File: src/rtl/gamepad_pmod_multi.sv
// Gamepad Pmod receiver for 1..4 pads with frame-length checking,
// press/release event pulses and a link watchdog.
module gamepad_pmod_multi #(
  parameter int NUM_PADS       = 2,
  parameter int BITS_PER_PAD   = 12,
  parameter int SYNC_STAGES    = 2,
  parameter int TIMEOUT_CYCLES = 1048576
) (
  input  logic                               clk,
  input  logic                               rst_n,
  input  logic                               pmod_data,
  input  logic                               pmod_clk,
  input  logic                               pmod_latch,
  output logic [NUM_PADS*BITS_PER_PAD-1:0]   buttons,
  output logic [NUM_PADS*BITS_PER_PAD-1:0]   pressed_evt,
  output logic [NUM_PADS*BITS_PER_PAD-1:0]   released_evt,
  output logic [NUM_PADS-1:0]                is_present,
  output logic                               frame_valid,
  output logic                               frame_error,
  output logic                               link_timeout
);

  localparam int TOTAL = NUM_PADS * BITS_PER_PAD;
  localparam int CW    = $clog2(TOTAL + 2);
  localparam int WW    = $clog2(TIMEOUT_CYCLES + 1);
  localparam logic [CW-1:0] CNT_SAT = CW'(TOTAL + 1);
  localparam logic [WW-1:0] WD_MAX  = WW'(TIMEOUT_CYCLES);
  localparam logic [BITS_PER_PAD-1:0] ONES = '1;

  logic [SYNC_STAGES-1:0] data_sync_q, data_sync_d;
  logic [SYNC_STAGES-1:0] clk_sync_q, clk_sync_d;
  logic [SYNC_STAGES-1:0] latch_sync_q, latch_sync_d;
  logic                   clk_edge_q, latch_edge_q;
  logic [TOTAL-1:0]       shift_q, shift_d;
  logic [TOTAL-1:0]       raw_q, raw_d;
  logic [CW-1:0]          bitcnt_q, bitcnt_d;
  logic [WW-1:0]          wd_q, wd_d;
  logic                   frame_valid_q, frame_valid_d;
  logic                   frame_error_q, frame_error_d;
  logic [TOTAL-1:0]       buttons_q, buttons_d;
  logic [TOTAL-1:0]       prev_q, prev_d;
  logic [TOTAL-1:0]       pressed_q, pressed_d;
  logic [TOTAL-1:0]       released_q, released_d;
  logic [NUM_PADS-1:0]    present_q, present_d;

  logic data_s, clk_rise, latch_rise, len_ok, accept;
  logic [BITS_PER_PAD-1:0] slot;

  assign data_s     = data_sync_q[SYNC_STAGES-1];
  assign clk_rise   = clk_sync_q[SYNC_STAGES-1] & ~clk_edge_q;
  assign latch_rise = latch_sync_q[SYNC_STAGES-1] & ~latch_edge_q;

  assign link_timeout = (wd_q == WD_MAX);
  assign buttons      = buttons_q;
  assign pressed_evt  = pressed_q;
  assign released_evt = released_q;
  assign is_present   = present_q;
  assign frame_valid  = frame_valid_q;
  assign frame_error  = frame_error_q;

  always_comb begin
    data_sync_d  = {data_sync_q[SYNC_STAGES-2:0], pmod_data};
    clk_sync_d   = {clk_sync_q[SYNC_STAGES-2:0], pmod_clk};
    latch_sync_d = {latch_sync_q[SYNC_STAGES-2:0], pmod_latch};
  end

  // A latch coinciding with a clock edge checks the post-edge count.
  always_comb begin
    shift_d       = shift_q;
    bitcnt_d      = bitcnt_q;
    raw_d         = raw_q;
    frame_valid_d = 1'b0;
    frame_error_d = 1'b0;
    len_ok        = 1'b0;
    accept        = 1'b0;
    if (clk_rise) begin
      shift_d = {shift_q[TOTAL-2:0], data_s};
      if (bitcnt_q != CNT_SAT)
        bitcnt_d = bitcnt_q + 1'b1;
    end
    for (int k = 1; k <= NUM_PADS; k++)
      if (bitcnt_d == CW'(k * BITS_PER_PAD))
        len_ok = 1'b1;
    if (latch_rise) begin
      accept = len_ok;
      if (len_ok) begin
        raw_d         = shift_d;
        frame_valid_d = 1'b1;
      end else begin
        frame_error_d = 1'b1;
      end
      shift_d  = '1;
      bitcnt_d = '0;
    end
  end

  always_comb begin
    wd_d = wd_q;
    if (accept)
      wd_d = '0;
    else if (wd_q != WD_MAX)
      wd_d = wd_q + 1'b1;
  end

  always_comb begin
    buttons_d = '0;
    present_d = '0;
    slot      = '0;
    for (int k = 0; k < NUM_PADS; k++) begin
      slot         = raw_q[k*BITS_PER_PAD +: BITS_PER_PAD];
      present_d[k] = (slot != ONES) && !link_timeout;
      if (present_d[k])
        buttons_d[k*BITS_PER_PAD +: BITS_PER_PAD] = slot;
    end
    prev_d     = buttons_q;
    pressed_d  = buttons_q & ~prev_q;
    released_d = ~buttons_q & prev_q;
  end

  always_ff @(posedge clk or negedge rst_n) begin
    if (!rst_n) begin
      data_sync_q   <= '0;
      clk_sync_q    <= '0;
      latch_sync_q  <= '0;
      clk_edge_q    <= 1'b0;
      latch_edge_q  <= 1'b0;
      shift_q       <= '1;
      raw_q         <= '1;
      bitcnt_q      <= '0;
      wd_q          <= '0;
      frame_valid_q <= 1'b0;
      frame_error_q <= 1'b0;
      buttons_q     <= '0;
      prev_q        <= '0;
      pressed_q     <= '0;
      released_q    <= '0;
      present_q     <= '0;
    end else begin
      data_sync_q   <= data_sync_d;
      clk_sync_q    <= clk_sync_d;
      latch_sync_q  <= latch_sync_d;
      clk_edge_q    <= clk_sync_q[SYNC_STAGES-1];
      latch_edge_q  <= latch_sync_q[SYNC_STAGES-1];
      shift_q       <= shift_d;
      raw_q         <= raw_d;
      bitcnt_q      <= bitcnt_d;
      wd_q          <= wd_d;
      frame_valid_q <= frame_valid_d;
      frame_error_q <= frame_error_d;
      buttons_q     <= buttons_d;
      prev_q        <= prev_d;
      pressed_q     <= pressed_d;
      released_q    <= released_d;
      present_q     <= present_d;
    end
  end

endmodule

File: config.mk
export PLATFORM = sky130hd
export DESIGN_NAME = gamepad_pmod_multi
export DESIGN_NICKNAME = d
export VERILOG_FILES = /design/src/rtl/gamepad_pmod_multi.sv
export SDC_FILE = /design/constraint.sdc
export NUM_CORES = 1
export LEC_CHECK = 0
export CELL_PAD_IN_SITES_DETAIL_PLACEMENT = 1
export CELL_PAD_IN_SITES_GLOBAL_PLACEMENT = 1
export CORE_ASPECT_RATIO = 1.25
export CORE_MARGIN = 2
export CORE_UTILIZATION = 45
export CTS_CLUSTER_SIZE = 14
export DETAILED_ROUTE_END_ITERATION = 12
export GPL_TIMING_DRIVEN = 1
export PLACE_DENSITY_LB_ADDON = 0.1
export SKIP_CTS_REPAIR_TIMING = 1
export SLEW_MARGIN = 20
export SYNTH_ARGS = -nofsm -noshare
export SYNTH_HDL_FRONTEND = slang
export SYNTH_SLANG_ARGS = --single-unit
File: constraint.sdc
create_clock -name clk -period 2.2 [get_ports clk]
set_input_delay 0.55 -clock clk [delete_from_list [all_inputs] [get_ports clk]]
set_output_delay 0.55 -clock clk [all_outputs]
set_load 0.03 [all_outputs]
==> flow_metrics.tcl <==
set metrics [dict create \
    synth_warnings 0 \
    antenna_found_initial 0 \
    hold_path.class "in2async" \
    synthesized_area_fraction_occupied_by_adder_cells 0.00753 \
    worst-endpoint-arrival_ns 1.67 \
    layout-drive-gt1-share 0.175 \
    outcome "complete, but fails checks" \
    post_synthesis_compound_gate_area_fraction 0.00677 \
    worst_slack_ns -0.0169 \
    drt-wirelength-per-cell_um 16.5 \
    antennaDiodeCount 0 \
    die_area_um2 15800 \
    postRouteAntennaNets 0 \
    clk-insertion-delay-late_ns 0.43 \
    dominant_combinational_cell_family_by_area_after_synthesis "simple AND/OR/NAND/NOR gates" \
    drt_drc_violations_left 0 \
    final_global_route_overflow_total 0 \
    std_cell_rows 49 \
    slew_violations 0 \
    first_pass_drt_iterations 4 \
    synthSimpleGateAreaFrac 0.150 \
    place_ws_ns 0.201 \
    synthesis_to_finish_area_growth_pct 26.1 \
    max_cap_violations 0 \
    via_count 3930 \
    initial_core_util 0.461 \
    netlist_area_um2 6650 \
    grt_setup_unrepaired "yes" \
    fin_tns_setup_ns -0.0169 \
    numClockSinks 182 \
    required_ns 1.65 \
    synthesis.instances 504 \
    vias_in_the_first_global_route 4485 \
    cts.root.buffer_cell "sky130_fd_sc_hd__clkbuf_16" \
    chip_height_um 140 \
    design.core.area_um2 14400 \
    finalNetCount 612 \
    synthDistinctLibCells 36 \
    vdd.ir_drop.worst_uv 567 \
    placedInstanceArea_um2 7720 \
    pin_count 82 \
    clock_tree.buffer_depth 2 \
    fin_skew_ns 0.00900 \
    via_to_cell_ratio 4.95 \
    total_leakage_power_nw 3.70 \
    gr-usage-all-layers 0.180 \
    detailedPlacementHpwl_um 8530 \
    violations "negative setup slack" \
    startpoint_class "register" \
    finalHoldViolCount 0 \
    grt_first_pass_wirelength_um 22300 \
    cts_made_buffers 17 \
    synth.net_count 513 \
    share_of_the_yosys_chip_area_belonging_to_registers 0.694 \
    utilization 0.582 \
    cts_tree "yes" \
    post-place-cells 758 \
    final-setup-viol-count 1 \
    largest_fanout_on_the_critical_path 3 \
    avgSynthCellArea_um2 13.2 \
    synthXorXnorAreaFrac 0.0303 \
    gp_routability_congestion 0.762 \
    max_slew_margin 0.577 \
    layout.filler_cells 1450 \
    post-route-min-period_ns 2.22 \
    grt_start_max_net_pins 59 \
    critical_path.endpoint_type "output pin" \
    p_per_area_nw_per_um2 810 \
    timing_worst_slew_pin_value_ns 0.630 \
    fin_cells 794 \
    fmax_ghz 0.451 \
    period_share 1.01 \
    yosys_register_bits 182 \
    criticalPathCategory "reg2out" \
    die_x_um 113 \
    cts.clk_slew.worst_paths_ns 0.06 \
    mux_contribution_to_synthesized_area 0.0753 \
    final_cell_area_um2 8390 \
    drt-initial-drc-count 130 \
    clock_tree.htree_level_count 4 \
    postRouteWirelength_um 13100 \
    io_buffer_count 81 \
]
[routing by layer]
layer / vias to the layer above / track usage / part of all wire
met2: 80 / 0.317 / 0.54
met4: 0 / 0.0674 / 0.019
met1: 1996 / 0.211 / 0.40
li1: 1831 / - / -
met3: 23 / 0.0472 / 0.038
met5: - / 0 / 0
[logic make-up (layout without fill, tap and decap cells)]
kind of cell / Yosys count / in the layout
flip-flops: 182 / 182
multiplexers: 50 / 50
adder cells (fa/ha/maj): 4 / 4
AO/OA/AOI/OAI: 7 / 7
buffers and inverters: 49 / 161
XOR/XNOR: 23 / 23
AND/OR/NAND/NOR: 189 / 189
[critical path, stage by stage (launching register included)]
cell	delay, ns
sky130_fd_sc_hd__dfrtp_1	0.41
sky130_fd_sc_hd__inv_2	0.08
sky130_fd_sc_hd__ha_4	0.12
sky130_fd_sc_hd__nor4b_4	0.17
sky130_fd_sc_hd__nand3_1	0.14
sky130_fd_sc_hd__nor2_2	0.16
sky130_fd_sc_hd__buf_6	0.15
[per-stage QoR]
step / power (mW) / hold WS [ns]
detailed placement: 3.78 / 0.340
global route: 7.06 / 0.121
finish: 6.79 / 0.0933
global placement: 3.76 / 0.336
floorplan: 3.64 / 0.254
CTS: 6.89 / 0.0984
[sequential cells by signal, indices dropped and copies added, names as in the netlist, 5 cells and up]
name	cells
prev_q	24
released_evt	24
shift_q	24
bitcnt_q	5
raw_q	24
wd_q	21
buttons	24
pressed_evt	24
[cell usage after synthesis (all sizes together)]
| library cell | n | area (um2) |
|---|---|---|
| a21oi | 2 | 10.0 |
| a22oi | 1 | 7.51 |
| and2 | 1 | 6.26 |
| and3 | 3 | 18.8 |
| buf | 10 | 91.3 |
| clkbuf | 7 | 26.3 |
| dfrtp | 134 | 3350 |
| dfstp | 48 | 1260 |
| ha | 4 | 50.1 |
| inv | 32 | 120 |
| mux2i | 50 | 500 |
| nand2 | 32 | 120 |
| nand2b | 3 | 26.3 |
| nand3 | 9 | 45.0 |
| nand3b | 2 | 15.0 |
| nand4 | 10 | 62.6 |
| nor2 | 38 | 143 |
| nor2b | 50 | 315 |
| nor3 | 29 | 145 |
| nor3b | 3 | 22.5 |
| nor4 | 6 | 56.3 |
| nor4b | 2 | 17.5 |
| o2111ai | 1 | 8.76 |
| o21ai | 3 | 18.8 |
| or3 | 1 | 6.26 |
| xnor2 | 13 | 114 |
| xor2 | 10 | 87.6 |
[path summary, 6_finish.rpt]
| path | start | end | slack (ns) | depth (start not counted) |
|---|---|---|---|---|
| min in group clk | latch_sync_q[0] | latch_sync_q[1] | 0.35 | 0 |
| max in group asynchronous | rst_n | shift_q[19] | 1.39 | 2 |
| worst min register to register | latch_sync_q[0] | latch_sync_q[1] | 0.35 | 0 |
| worst max-delay path | wd_q[0] | link_timeout | -0.02 | 6 |
| worst max register to register | bitcnt_q[1] | raw_q[8] | 0.25 | 8 |
| worst min-delay path | rst_n | pressed_evt[9] | 0.09 | 1 |
[where the power goes]
part           total [mW]  switching [mW]  internal [mW]
clock network        3.07            1.25           1.82
registers            3.48          0.0705           3.41
logic               0.242           0.153         0.0892
total                6.79            1.48           5.31
[final cells by class]
type	instances	area, um2	share of cell area
clock buffer	20	447	0.0533
clock inverter	12	151	0.0181
inverter	32	120	0.0143
multi-input combinational	273	1850	0.220
sequential	182	4610	0.550
tap	178	223	0.0266
timing repair buffer	97	983	0.117
[cells in the final DEF (no fill, tap or decap), drive strengths merged, types with 2 or more instances in the layout]
cell and n:
a21oi 2, o21ai 3, nand2 32, dfrtp 134
nor4b 2, nand3 9, nand4 10, nand2b 3
inv 34, clkbuf 20, and3 3, nor3b 3
nor4 6, xor2 10, dfstp 48, bufinv 3
nor3 29, buf 18, clkdlybuf4s50 79, mux2i 50
ha 4, nand3b 2, clkinv 5, xnor2 13
nor2 38, clkinvlp 2, nor2b 50
Note: power is estimated with default switching activity, not from simulation.
